File: config.mk
export PLATFORM = sky130hd
export DESIGN_NAME = hhmm_counter
export DESIGN_NICKNAME = d
export VERILOG_FILES = /design/src/rtl/hhmm_counter.sv
export SDC_FILE = /design/constraint.sdc
export NUM_CORES = 1
export LEC_CHECK = 0
export ABC_AREA = 1
export CORE_MARGIN = 4
export CORE_UTILIZATION = 34
export CTS_CLUSTER_DIAMETER = 100
export DETAILED_ROUTE_END_ITERATION = 8
export PLACE_DENSITY_LB_ADDON = 0.08
export SKIP_LAST_GASP = 1
export SLEW_MARGIN = 20
export SYNTH_ARGS = -nofsm -noshare
export SYNTH_HDL_FRONTEND = slang
export SYNTH_SLANG_ARGS = --single-unit
File: constraint.sdc
create_clock -name ck -period 1.8 [get_ports ck]
set_input_delay 0.36 -clock ck [delete_from_list [all_inputs] [get_ports ck]]
set_output_delay 0.36 -clock ck [all_outputs]
set_load 0.1 [all_outputs]
File: src/rtl/hhmm_counter.sv
// Hours:minutes BCD time counter advanced only by single-cycle increment pulses.
// Latency: digits and day_tick are registered; a pulse is visible one cycle later.
// Backpressure: none; every sampled pulse is consumed on that edge.
//
// Ports:
//   ck        system clock, all state on rising edge
//   reset     synchronous active-high reset, loads INIT_HOUR:INIT_MIN
//   up60      minute-advance pulse (held high N cycles = N increments)
//   up_hh     hour-advance pulse
//   nocarry   1 = minute wrap 59->00 leaves hours alone (set mode)
//   min_u/min_t, hour_u/hour_t   BCD digits
//   day_tick  one-cycle pulse when the hour wraps past midnight
//   pm        (H12_MODE_EN only) afternoon flag for 12-hour display
//
// Build option: define H12_MODE_EN for 12-hour counting (12,01..11 plus pm).
module hhmm_counter #(
    parameter int INIT_HOUR = 0,
    parameter int INIT_MIN  = 0
) (
    input  logic       ck,
    input  logic       reset,
    input  logic       up60,
    input  logic       up_hh,
    input  logic       nocarry,
    output logic [3:0] min_u,
    output logic [2:0] min_t,
    output logic [3:0] hour_u,
    output logic [1:0] hour_t,
`ifdef H12_MODE_EN
    output logic       pm,
`endif
    output logic       day_tick
);

    // INIT_HOUR is always given on a 24h scale; in 12h mode it is folded
    // onto 12,01..11 with a separate pm flag.
`ifdef H12_MODE_EN
    localparam int   INIT_HDISP = ((INIT_HOUR % 12) == 0) ? 12 : (INIT_HOUR % 12);
    localparam logic RST_PM     = (INIT_HOUR >= 12);
    localparam logic [1:0] ZERO_HT = 2'd1;   // 12 AM is the "zero" hour
    localparam logic [3:0] ZERO_HU = 4'd2;
`else
    localparam int   INIT_HDISP = INIT_HOUR;
    localparam logic [1:0] ZERO_HT = 2'd0;
    localparam logic [3:0] ZERO_HU = 4'd0;
`endif
    localparam logic [1:0] RST_HT = 2'(INIT_HDISP / 10);
    localparam logic [3:0] RST_HU = 4'(INIT_HDISP % 10);
    localparam logic [2:0] RST_MT = 3'(INIT_MIN / 10);
    localparam logic [3:0] RST_MU = 4'(INIT_MIN % 10);

    // Hour position plus a sticky flag recording a midnight crossing, so a
    // two-step advance can report a wrap that happened on either step.
    typedef struct packed {
        logic [1:0] t;
        logic [3:0] u;
`ifdef H12_MODE_EN
        logic       pm;
`endif
        logic       wrap;
    } hpos_t;

    function automatic hpos_t hour_inc(input hpos_t h);
        hpos_t n;
        n = h;
`ifdef H12_MODE_EN
        if (h.t == 2'd1 && h.u == 4'd1) begin
            // 11 -> 12 flips AM/PM; leaving 11 PM is the day boundary.
            n.t    = 2'd1;
            n.u    = 4'd2;
            n.pm   = ~h.pm;
            n.wrap = h.wrap | h.pm;
        end else if (h.t == 2'd1 && h.u == 4'd2) begin
            n.t = 2'd0;
            n.u = 4'd1;
        end
`else
        // Wrap is decoded on the BCD pair 2,3, not on units reaching 9.
        if (h.t == 2'd2 && h.u == 4'd3) begin
            n.t    = 2'd0;
            n.u    = 4'd0;
            n.wrap = 1'b1;
        end
`endif
        else if (h.u == 4'd9) begin
            n.t = h.t + 2'd1;
            n.u = 4'd0;
        end else begin
            n.u = h.u + 4'd1;
        end
        return n;
    endfunction

    logic [3:0] min_u_q, min_u_d;
    logic [2:0] min_t_q, min_t_d;
    logic [3:0] hour_u_q;
    logic [1:0] hour_t_q;
    logic       day_tick_q;
    logic       mc;
    logic       hour_bad;
    hpos_t      h_cur, h_one, h_two, h_nxt;
`ifdef H12_MODE_EN
    logic       pm_q;
`endif

    // Minutes: cascaded BCD units/tens; illegal values recover to 00 silently.
    always_comb begin
        min_u_d = min_u_q;
        min_t_d = min_t_q;
        mc      = 1'b0;
        if (min_u_q > 4'd9 || min_t_q > 3'd5) begin
            min_u_d = 4'd0;
            min_t_d = 3'd0;
        end else if (up60) begin
            if (min_u_q == 4'd9) begin
                min_u_d = 4'd0;
                if (min_t_q == 3'd5) begin
                    min_t_d = 3'd0;
                    mc      = ~nocarry;
                end else begin
                    min_t_d = min_t_q + 3'd1;
                end
            end else begin
                min_u_d = min_u_q + 4'd1;
            end
        end
    end

    // Hours: step of up_hh + mc (0..2) built from chained single increments.
    always_comb begin
        h_cur.t    = hour_t_q;
        h_cur.u    = hour_u_q;
`ifdef H12_MODE_EN
        h_cur.pm   = pm_q;
        hour_bad   = (hour_t_q > 2'd1) || (hour_u_q > 4'd9) ||
                     (hour_t_q == 2'd1 && hour_u_q > 4'd2) ||
                     (hour_t_q == 2'd0 && hour_u_q == 4'd0);
`else
        hour_bad   = (hour_t_q > 2'd2) || (hour_u_q > 4'd9) ||
                     (hour_t_q == 2'd2 && hour_u_q > 4'd3);
`endif
        h_cur.wrap = 1'b0;
        h_one      = hour_inc(h_cur);
        h_two      = hour_inc(h_one);
        h_nxt      = h_cur;
        if (hour_bad) begin
            h_nxt.t    = ZERO_HT;
            h_nxt.u    = ZERO_HU;
`ifdef H12_MODE_EN
            h_nxt.pm   = 1'b0;
`endif
            h_nxt.wrap = 1'b0;
        end else if (up_hh && mc) begin
            h_nxt = h_two;
        end else if (up_hh || mc) begin
            h_nxt = h_one;
        end
    end

    always_ff @(posedge ck) begin
        if (reset) begin
            min_u_q    <= RST_MU;
            min_t_q    <= RST_MT;
            hour_u_q   <= RST_HU;
            hour_t_q   <= RST_HT;
            day_tick_q <= 1'b0;
`ifdef H12_MODE_EN
            pm_q       <= RST_PM;
`endif
        end else begin
            min_u_q    <= min_u_d;
            min_t_q    <= min_t_d;
            hour_u_q   <= h_nxt.u;
            hour_t_q   <= h_nxt.t;
            day_tick_q <= h_nxt.wrap;
`ifdef H12_MODE_EN
            pm_q       <= h_nxt.pm;
`endif
        end
    end

    assign min_u    = min_u_q;
    assign min_t    = min_t_q;
    assign hour_u   = hour_u_q;
    assign hour_t   = hour_t_q;
    assign day_tick = day_tick_q;
`ifdef H12_MODE_EN
    assign pm       = pm_q;
`endif

endmodule
==> run metrics, run 1 <==
maximum VDD drop 0.0003430 V; Avg Vias per Cell 4.945; RSZ-0062 raised after global routing false; worst slew pin tran 235.7 ps; I/O pin cnt 19; logic gate share of total power 36.5%; overall die area 3842 um2; final WL 2486 um; post-synthesis instance area 991.0 um2; Final Hold Viols 0; Iter 0 DRT Violations 43; Sw Ratio 38.85%; routability cong. 0.9149; routed length per instance 11.40 um; top cell type's share of synthesized area 28.28%; slowest CP cell dfxtp_4; Layout area overhead 46.46%; largest net degree at the start of global routing 12; CTS sink cnt 14; H-Tree Level Count 1; achievable frequency 607.1 MHz; Synth warnings 0; Die H 61.99 um; Max Cap Viol 0; Util after Layout 52.18%; sequential cell area 309.0 um2; core area 2781 um2; origin of the critical flop-to-flop path hour_t[0]; CP max stage delay 350 ps; sequential-to-total area share from yosys stat 28.28%; nets 196; initial antenna violation count 0; # diodes 0; # DRC 0; Worst EP arrival 1820 ps; Max Fanout on Critical Path 3; gr usage total 15.28%; most frequent CP cell inv_1; First-pass DRT Iterations 4; Post-DRT Antenna Nets 0; Critical Path Source Type flop; Worst Skew 2.839 ps; Avg Inst Size Synth 6.117 um2; # setup viols final 0; first-pass GRT wire length 4395 um; Flop pwr share 41.3%; worst hold path class flop to flop; Vias 1078; power per cell area 591.1 nW/um2; total grt overflow 0; row count 19; Sw Pwr 0.3333 mW; share of cells above drive strength 1 26.74%; clk slew on worst S/H paths 90 ps; starting density of the core 35.63%; hpwl dp 2007 um; multi-input logic area 625.6 um2; Final Critical Period 1647 ps; Syn Inst Count 162; beginning of the critical path hour_t[0]; outcome complete, no violations; Yosys reg bits 14; post-route insts no fill 218; fin. max-slew vios 0; Setup Fix Bufs, Post-CTS 0; syn_nets 170; Skew-Pair Late Insertion Delay 280 ps; Fin Setup TNS 0 ps; Synth area leader dfxtp_1; Clk pwr share 22.2%; hold depth 2; Die Wd 61.99 um; CTS tree yes; cts hold-fix bufs 0; number of global-route vias before repair 1030; crit path kind flop to flop; Final period util 91.52%; cells on worst reg2reg path 11; Clk Tree Root Cell clkbuf_4; Int Pwr 0.5246 mW; Yosys cell types 22; CP Capture Type flop; worst min-delay path startpoint hour_u[0]; FILL cells 267; Lkg Pwr 0.6661 nW; ordered cell list for the critical path inv_1 > ha_4 > nand3_1 > nand3_1 > inv_1 > ha_1 > inv_1 > nor2_2 > o21ai_0 > nand2_1 > a21oi_1; port bufs 18; Slew HR 84.25%; buffer depth of the longest clock path 2; Cells after DPL 214; Area contributors post-synth dfxtp_1, nand2_1, inv_1; Critical Path RT 1970 ps; TritonCTS buffer count 3
==> registers in the layout (all words and copies together), names as in the netlist <==
| name | flops |
|---|---|
| hour_t | 2 |
| min_u | 4 |
| day_tick | 1 |
| hour_u | 4 |
| min_t | 3 |
==> metal layers <==
layer / GRT usage [%] / share of wire, % / vias up
li1: - / - / 564
met1: 20.57 / 48 / 497
met2: 23.52 / 47 / 17
met3: 4.339 / 4.7 / 0
met4: 4.848 / 0 / 0
met5: 0 / 0 / -
==> per-stage QoR <==
step                      power, mW  cell area (um2)  hold WS [ps]  worst slack (ps)
after detailed placement     0.6656             1398         521.9             51.43
after floorplan              0.5532             1020         522.0            -16.63
after CTS                    0.8589             1424         536.7             33.50
after global placement       0.6667             1398         520.8             55.59
after global routing         0.9101             1451         560.5             16.83
final                        0.8579             1451         534.7             152.7
==> power by group through the flow <==
stage	clock network, mW	registers [mW]	logic, mW
after floorplan	0	0.454	0.0989
after global placement	0	0.360	0.307
after detailed placement	0	0.360	0.306
after CTS	0.199	0.353	0.307
after global routing	0.209	0.358	0.343
final	0.190	0.355	0.313
==> kinds of logic (layout without fill, tap and decap cells) <==
family          count (synthesis)  count (layout)  share of synthesized area [%]
simple gates                   96              96                          45.08
buf+inv                        28              53                          11.36
compound gates                 20              20                          10.61
flops                          14              14                          28.28
fa+ha+maj                       3               3                          3.788
xor+xnor                        1               1                         0.8840
==> critical path, delay by kind of cell, from the launching register on <==
kind                       cells  cell delay (ps)
and+or+nand+nor                4              450
buffers and inverters          3              210
DFF                            1              350
AOI/OAI and AO/OA              2              170
adders and majority gates      2              340
==> area by class of cell <==
type / instances / share of cell area, %
clock buffer: 4 / 1.810
inverter: 27 / 6.983
tap: 31 / 2.672
sequential: 14 / 21.29
multi-input combinational: 120 / 43.10
timing repair buffer: 22 / 24.14
==> worst paths after layout <==
kind	endpoint	slack (ps)
worst min-delay path	hour_u[0]	530
worst min register to register	hour_u[0]	530
worst max-delay path	hour_u[2]	150
worst max register to register	hour_u[2]	150
==> repair_timing <==
action,4_1_cts,5_1_grt
endpoints found under the hold margin,0,0
endpoints found under the setup margin,0,5
resized for setup,0,5
==> synthesized netlist by cell type <==
cell and n:
a211oi_1 1, a21boi_1 1, a21oi_1 10, buf_6 1, dfxtp_1 14, ha_1 3
inv_1 24, inv_2 3, nand2_1 47, nand2_2 2, nand3_1 10, nand3_2 4
nand3b_1 1, nand4_1 4, nor2_1 19, nor2_2 4, nor3_1 3, nor3_4 1
nor3b_1 1, o21ai_0 7, o21ai_1 1, xor2_1 1
==> cell usage in the layout (no fill, tap or decap), types with 2 or more instances in the layout <==
master and n:
nand2_2 2, nand3_2 3, inv_2 3, nor2_2 4, dfxtp_4 5, nand3_1 10
buf_12 14, inv_1 24, a21oi_1 10, nor3_1 3, o21ai_0 7, buf_4 4
nor2_1 18, dfxtp_2 8, clkdlybuf4s50_1 4, clkbuf_4 3, nand2_1 47, nand4_1 4
ha_1 2
(Power assumes the default switching activity.)
==> run 2: changes to the inputs <==
--- a/config.mk
+++ b/config.mk
@@ -12,7 +12,6 @@
 export DETAILED_ROUTE_END_ITERATION = 8
 export PLACE_DENSITY_LB_ADDON = 0.08
 export SKIP_LAST_GASP = 1
-export SLEW_MARGIN = 20
 export SYNTH_ARGS = -nofsm -noshare
 export SYNTH_HDL_FRONTEND = slang
 export SYNTH_SLANG_ARGS = --single-unit
==> results of run 2 <==
Same layout as run 1: the final DEF is identical, and so are final timing and power.
